===== src/rtl/ezusb_sync_if.sv =====
// rtl/ezusb_sync_if.sv - EZ-USB FX2 synchronous slave-FIFO bridge (EP2 OUT -> RX FIFO, TX FIFO -> EP6 IN)
// Define EZUSB_IN_PRIORITY_EN to always favour EP6 IN; otherwise the two directions alternate.
module ezusb_sync_if #(
    parameter int MAX_BURST = 64
) (
    input  logic       clk,
    input  logic       rst,
    input  logic       rx_fifo_fullm1,
    output logic       rx_fifo_wr,
    output logic [7:0] wdata,
    input  logic       tx_fifo_emptyp1,
    output logic       tx_fifo_rd,
    input  logic [7:0] rdata,
    input  logic [7:0] data_i,
    output logic [7:0] data_o,
    output logic       data_en,
    input  logic       ep2out_emptyp1_n,
    input  logic       ep6in_fullm2_n,
    input  logic       ep6in_full_n,
    output logic       rd_n,
    output logic       wr_n,
    output logic       oe_n,
    output logic [1:0] fifoaddr
);

    localparam int CW = $clog2(MAX_BURST + 1);
    localparam logic [CW-1:0] CNT_MAX = CW'(MAX_BURST);

    typedef enum logic [2:0] {
        IDLE,
        RD_SETUP,
        RD_BURST,
        WR_SETUP,
        WR_BURST,
        TURN
    } state_t;

    state_t        state;
    state_t        state_nxt;
    logic [CW-1:0] cnt;
    logic          valid;
    logic          rd_ok;
    logic          wr_ok;
    logic          below_max;
    logic          wr_pop;
    logic          rd_take;
    logic          grant_wr;

    assign rd_ok     = ep2out_emptyp1_n & ~rx_fifo_fullm1;
    assign wr_ok     = ~tx_fifo_emptyp1 & ep6in_fullm2_n & ep6in_full_n;
    assign below_max = (cnt < CNT_MAX);
    assign wr_pop    = wr_ok & below_max;
    assign rd_take   = ~rd_n & ~oe_n;
    assign data_o    = valid ? rdata : 8'h00;

`ifdef EZUSB_IN_PRIORITY_EN
    assign grant_wr = 1'b1;
`else
    logic last_wr;

    assign grant_wr = ~last_wr;

    // Reset as though a write was served last so the first grant goes to read.
    always_ff @(posedge clk or posedge rst) begin
        if (rst) begin
            last_wr <= 1'b1;
        end else if (state_nxt == RD_SETUP) begin
            last_wr <= 1'b0;
        end else if (state_nxt == WR_SETUP) begin
            last_wr <= 1'b1;
        end
    end
`endif

    always_comb begin
        state_nxt  = state;
        rd_n       = 1'b1;
        wr_n       = 1'b1;
        oe_n       = 1'b1;
        data_en    = 1'b0;
        fifoaddr   = 2'b00;
        tx_fifo_rd = 1'b0;
        case (state)
            IDLE: begin
                if (rd_ok && wr_ok) begin
                    state_nxt = grant_wr ? WR_SETUP : RD_SETUP;
                end else if (rd_ok) begin
                    state_nxt = RD_SETUP;
                end else if (wr_ok) begin
                    state_nxt = WR_SETUP;
                end
            end
            RD_SETUP: begin
                oe_n      = 1'b0;
                state_nxt = RD_BURST;
            end
            RD_BURST: begin
                oe_n = 1'b0;
                rd_n = ~(rd_ok & below_max);
                if (!(rd_ok && below_max)) begin
                    state_nxt = TURN;
                end
            end
            WR_SETUP: begin
                fifoaddr  = 2'b10;
                data_en   = 1'b1;
                state_nxt = WR_BURST;
            end
            WR_BURST: begin
                fifoaddr   = 2'b10;
                data_en    = 1'b1;
                tx_fifo_rd = wr_pop;
                wr_n       = ~(valid & ep6in_full_n);
                // Leave only once pops have stopped and no word is stuck behind a full EP6.
                if (!wr_pop && (!valid || ep6in_full_n)) begin
                    state_nxt = TURN;
                end
            end
            TURN: begin
                state_nxt = IDLE;
            end
            default: begin
                state_nxt = IDLE;
            end
        endcase
    end

    always_ff @(posedge clk or posedge rst) begin
        if (rst) begin
            state      <= IDLE;
            cnt        <= '0;
            valid      <= 1'b0;
            rx_fifo_wr <= 1'b0;
            wdata      <= 8'h00;
        end else begin
            state      <= state_nxt;
            valid      <= tx_fifo_rd | (valid & ~ep6in_full_n);
            rx_fifo_wr <= rd_take;
            if (rd_take) begin
                wdata <= data_i;
            end
            if (state_nxt == RD_SETUP || state_nxt == WR_SETUP) begin
                cnt <= '0;
            end else if ((rd_take || tx_fifo_rd) && below_max) begin
                cnt <= cnt + 1'b1;
            end
        end
    end

endmodule


===== config.mk =====
export PLATFORM = sky130hd
export DESIGN_NAME = ezusb_sync_if
export DESIGN_NICKNAME = d
export VERILOG_FILES = /design/src/rtl/ezusb_sync_if.sv
export SDC_FILE = /design/constraint.sdc
export NUM_CORES = 1
export LEC_CHECK = 0
export ABC_AREA = 1
export ABC_CLOCK_PERIOD_IN_PS = 1100
export CAP_MARGIN = 40
export CELL_PAD_IN_SITES_DETAIL_PLACEMENT = 0
export CELL_PAD_IN_SITES_GLOBAL_PLACEMENT = 1
export CORE_MARGIN = 8
export CORE_UTILIZATION = 27
export DETAILED_ROUTE_END_ITERATION = 10
export PLACE_DENSITY = 0.87
export SLEW_MARGIN = 5
export SYNTH_ARGS = -nofsm -noshare
export SYNTH_HDL_FRONTEND = slang
export SYNTH_SLANG_ARGS = --single-unit

===== constraint.sdc =====
create_clock -name clk -period 1.1 [get_ports clk]
set_input_delay 0.11 -clock clk [delete_from_list [all_inputs] [get_ports clk]]
set_output_delay 0.11 -clock clk [all_outputs]
set_load 0.005 [all_outputs]

==> Word-level counts from Yosys, hierarchy flattened <==
Cells that the tools add are included.
{ "word_totals": {"register_bits": 21, "inputBits": 23, "elab_cells": 61} }
{ "op_classes": {"addsub": 1, "magnitude_cmp": 1, "n_eq_ne": 6, "mux": 18, "bitwise_logic": 15, "reduce_logical": 14} }
{ "op_table": {"columns": ["operator", "n"], "rows": [
  ["3-bit 2-to-1 mux", 5],
  ["3-bit one-hot mux with 5 select lines", 1],
  ["7-bit 2-to-1 mux", 2],
  ["3-bit by 2-bit == test with 1-bit output (second input constant)", 3],
  ["1-bit bitwise AND", 8],
  ["8-bit 2-to-1 mux", 1],
  ["7-bit by 1-bit adder with 7-bit output (second input constant)", 1],
  ["7-bit less-than comparator (second input constant)", 1],
  ["1-bit 2-to-1 mux", 7],
  ["3-bit by 1-bit == test with 1-bit output (second input constant)", 2],
  ["1-bit inverter", 6],
  ["1-bit logical AND", 4],
  ["2-bit 2-to-1 mux", 2],
  ["2-bit nonzero test", 2],
  ["2-bit OR reduction", 2],
  ["3-bit == test (second input constant)", 1],
  ["3-bit zero test", 1],
  ["1-bit logical OR", 3],
  ["1-bit zero test", 2],
  ["1-bit OR", 1]
]} }

==> Depth between registers and ports, before layout <==
{ "depth": {"depth_word": 11, "mapped_depth": 8, "mapped_depth_nobuf": 8} }

==> Least setup slack after synthesis <==
No wires, ideal clock.
{ "synth_timing": {"path_type": "reg2reg", "from": "register cnt[0]", "to": "register cnt[4]", "t_arrival_ns": 1.041, "required_time_ns": 0.983, "path_slack_ns": -0.057, "path_stages_with_launch": 7, "path_buffers": 0, "synth_period_minus_slack_ns": 1.157, "path_cell_list": "dfrtp_1 ha_1 nand3_1 xor2_1 nor2_1 nand2_1 nand2_1"} }
{ "synth_between": {"elab_chain_cells": 9, "elab_cells_between_ends": 23} }
{ "synth_rtl": {"columns": ["item", "line", "rtl"], "rows": [
  ["start, declared", "40", "logic [CW-1:0] cnt;"],
  ["start signal, assigned", "145", "cnt <= cnt + 1'b1;"],
  ["7-bit less-than comparator", "51", "assign below_max = (cnt < CNT_MAX);"],
  ["1-bit bitwise AND, on equally long branches", "52, 99", null],
  ["1-bit zero test or 1-bit inverter (tied branches)", "115, 99", null],
  ["1-bit logical AND or 1-bit 2-to-1 mux (tied branches)", "115, 83", null],
  ["3-bit 2-to-1 mux or 1-bit inverter (tied branches)", "115, 53", null],
  ["3-bit one-hot mux with 5 select lines or 1-bit bitwise AND (tied branches)", "83, 53", null],
  ["3-bit by 1-bit == test with 1-bit output, or another cell as far along", "142", "if (state_nxt == RD_SETUP || state_nxt == WR_SETUP) begin"],
  ["1-bit logical OR or 1-bit logical AND (tied branches)", "142, 144", null],
  ["7-bit 2-to-1 mux or 2-bit nonzero test (tied branches)", null, null]
]} }
Several ways; a longest one is shown, not always the timed one. The select of a mux whose other input is x is not followed.
A chain may end at the register's enable or synchronous reset.

==> Worst setup path in the final report <==
{ "layout_timing": {"from": "register state[2]", "to": "register cnt[1]"} }
{ "layout_between": {"elab_chain_cells": 7, "elab_cells_between_ends": 23} }
{ "layout_rtl": {"columns": ["item", "line", "rtl"], "rows": [
  ["start, declared", "38", "state_t state;"],
  ["start signal, assigned", "136", "state <= state_nxt;"],
  ["3-bit 2-to-1 mux or 3-bit by 2-bit == test with 1-bit output (tied branches)", "89, 83", null],
  ["3-bit 2-to-1 mux or 1-bit 2-to-1 mux (tied branches)", "87, 83", null],
  ["3-bit 2-to-1 mux or 1-bit inverter (tied branches)", "85, 53", null],
  ["3-bit one-hot mux with 5 select lines or 1-bit bitwise AND (tied branches)", "83, 53", null],
  ["3-bit by 1-bit == test with 1-bit output, or another cell as far along", "142", null],
  ["1-bit logical OR or 1-bit logical AND (tied branches)", "142, 144", null],
  ["7-bit 2-to-1 mux or 2-bit nonzero test (tied branches)", null, null]
]} }
Several ways; a longest one is shown, not always the timed one.

==> results.toml <==
[status]
status = "finished, violations left"
violations = "negative setup slack"

[sta]
setup_violations = 34
finalClockSkew_ns = 0.00686
hold_viol = 0
finalCriticalPeriod_ns = 1.34
period_share = 1.22
fin_ws_ns = -0.239
fmax_mhz = 747
rsz0062_at_grt = "true"
tns_ns = -5.10
drv_slew = 0

[setup_path]
required_ns = 1.26
worstPathArrival_ns = 1.50
crit_fanout = 7
rrSetupSlack_ns = -0.24
slowest_stage = "dfrtp_1"
reg2reg_depth = 8
cp-end-kind = "flip-flop"
path_cells = "buf_6 -> buf_6 -> nor3_4 -> inv_2 -> nor2_4 -> nor2_4 -> nand2_1 -> nand2_1"
max_stage_delay_ns = 0.41
crit_path_start_kind = "flip-flop"
path_class = "flip-flop to flip-flop"

[place]
pre_cts_ws_ns = -0.563
dp.final_hpwl_mm = 2.49
routabilityCongestion = 0.742
dpl_cell_area_sq_um = 1890
place.port_buffers = 45

[global_routing]
track_usage = 0.108
grt_max_degree = 22
antenna_found_initial = 0
grt_overflow = 0
grt_pass1_vias = 1360
grt_first_pass_wirelength_mm = 5.82

[clocking]
clk_latency_ns = 0.27
numCtsBuffers = 3
cts_tree = "yes"
root_buffer = "clkbuf_8"
htreeDepth = 1
cts.sinks = 21
holdBufCountCts = 0
clkSlewWorstSetupHoldPaths_ns = 0.09
max-clock-path-buffers = 2

[synth]
synth.ff_latch_count = 21
syn_nets = 189
ys_types = 19
synth-seq-area-share = 0.440
synth.avg_cell_area_sq_um = 7.26
syn-instance-count = 165
ys_warn_count = 0
synth.cell_area_sq_um = 1200

[die]
core_sq_um = 4320
die_h_um = 82.6
die_area_sq_um = 6820
pin_count = 47
placementRows = 24
die_width_um = 82.6
initial_core_util = 0.277

[drt]
wl_mm = 3.67
drtPass1Iterations = 4
wire_per_inst_um = 12.2
route.vias.total = 1314
vias_per_cell = 4.38
drt_iter0_markers = 49
ant_nets = 0
drc_errors = 0

[final_layout]
final_common_cell = "nand2_1"
final_cell_mix = "nand2_1 (48), buf_6 (24), clkdlybuf4s50_1 (22)"
drive_gt1_frac = 0.440
layout.nets = 273
n_antenna_cell = 0
final_util = 0.510
final_cell_area_sq_um = 2200
syn2layout_area_growth_pct = 84.1

[pwr]
ir_drop_mv = 1.09
p_sw_mw = 1.49
sw_frac_of_total = 0.378
power.total_mw = 3.96
cellPowerDensity_nw_per_um2 = 1790
pwr-share-comb = 0.563
clockPowerShare = 0.137
pwr-share-seq = 0.300
p_int_mw = 2.46
p_leak_nw = 1.23

[flow_run]
drv_cap = 0

[worst_hold_path]
hp-class = "input port to asynchronous set/reset pin"
synth_stat cells, drive strengths merged:
cell type | count | share of area
nand3 | 18 | 0.088
xor2 | 3 | 0.022
clkbuf | 1 | 0.0031
inv | 23 | 0.072
dfrtp | 20 | 0.42
dfstp | 1 | 0.022
nor2 | 16 | 0.069
o21ai | 3 | 0.013
buf | 3 | 0.019
o211ai | 2 | 0.013
conb | 1 | 0.0031
nor3 | 1 | 0.0084
ha | 1 | 0.010
nand2 | 72 | 0.24
final timing paths:
check                           endpoint  startpoint
worst min-delay path              cnt[2]         rst
worst min register to register  wdata[1]    wdata[1]
worst max register to register    cnt[1]    state[2]
worst max-delay path              cnt[1]    state[2]
min in group clk                wdata[1]   data_i[1]
max in group asynchronous        last_wr         rst
cell type report:
class                   count  area, sq um
clock buffers               3         41.3
well taps                  52         65.1
flip-flops and latches     21          528
clock inverters             1         7.51
inverters                  23         88.8
repair buffers             83          777
multi-input cells         117          697
fillers                   421         2120
power groups by stage:
stage | Clock [mW] | Combinational (mW) | Sequential (mW)
after detailed placement | 0 | 1.89 | 1.20
after CTS | 0.560 | 2.14 | 1.18
after floorplan | 0 | 0.805 | 1.24
final | 0.543 | 2.23 | 1.19
after global placement | 0 | 1.87 | 1.20
after global routing | 0.596 | 2.43 | 1.22
what timing repair did:
item                                    CTS  global route
endpoints found under the setup margin   43            35
gates resized for setup                  97            42
pin swaps                                 4             7
cloned                                    1             0
setup buffers                            14             5
cells by family after synthesis:
family	synth area share
adder cells (fa/ha/maj)	0.0104
buffers and inverters	0.0940
other	0.00313
XOR/XNOR	0.0219
AND/OR/NAND/NOR	0.405
AO/OA/AOI/OAI	0.0251
flip-flops	0.440
critical path, delay by kind of cell, from the launching register on:
| family | cells | cell delay (ns) |
|---|---|---|
| simple gates | 5 | 0.51 |
| flops | 1 | 0.41 |
| buf+inv | 3 | 0.30 |
metal layers:
| layer | share of wire | track usage |
|---|---|---|
| met1 | 0.44 | 0.124 |
| met2 | 0.46 | 0.185 |
| met3 | 0.086 | 0.0346 |
| met4 | 0.014 | 0.0379 |
| met5 | 0 | 0 |
stage by stage:
| step | instances | hold slack [ns] |
|---|---|---|
| after floorplan | 165 | 0.0858 |
| after global placement | 281 | 0.445 |
| after detailed placement | 281 | 0.446 |
| after CTS | 299 | 0.147 |
| after global routing | 300 | 0.200 |
| final | 300 | 0.148 |
registers in the layout (all words and copies together), names as in the netlist:
name	count
rx_fifo_wr	1
wdata	8
valid	1
cnt	7
last_wr	1
state	3
(Power assumes the default switching activity.)
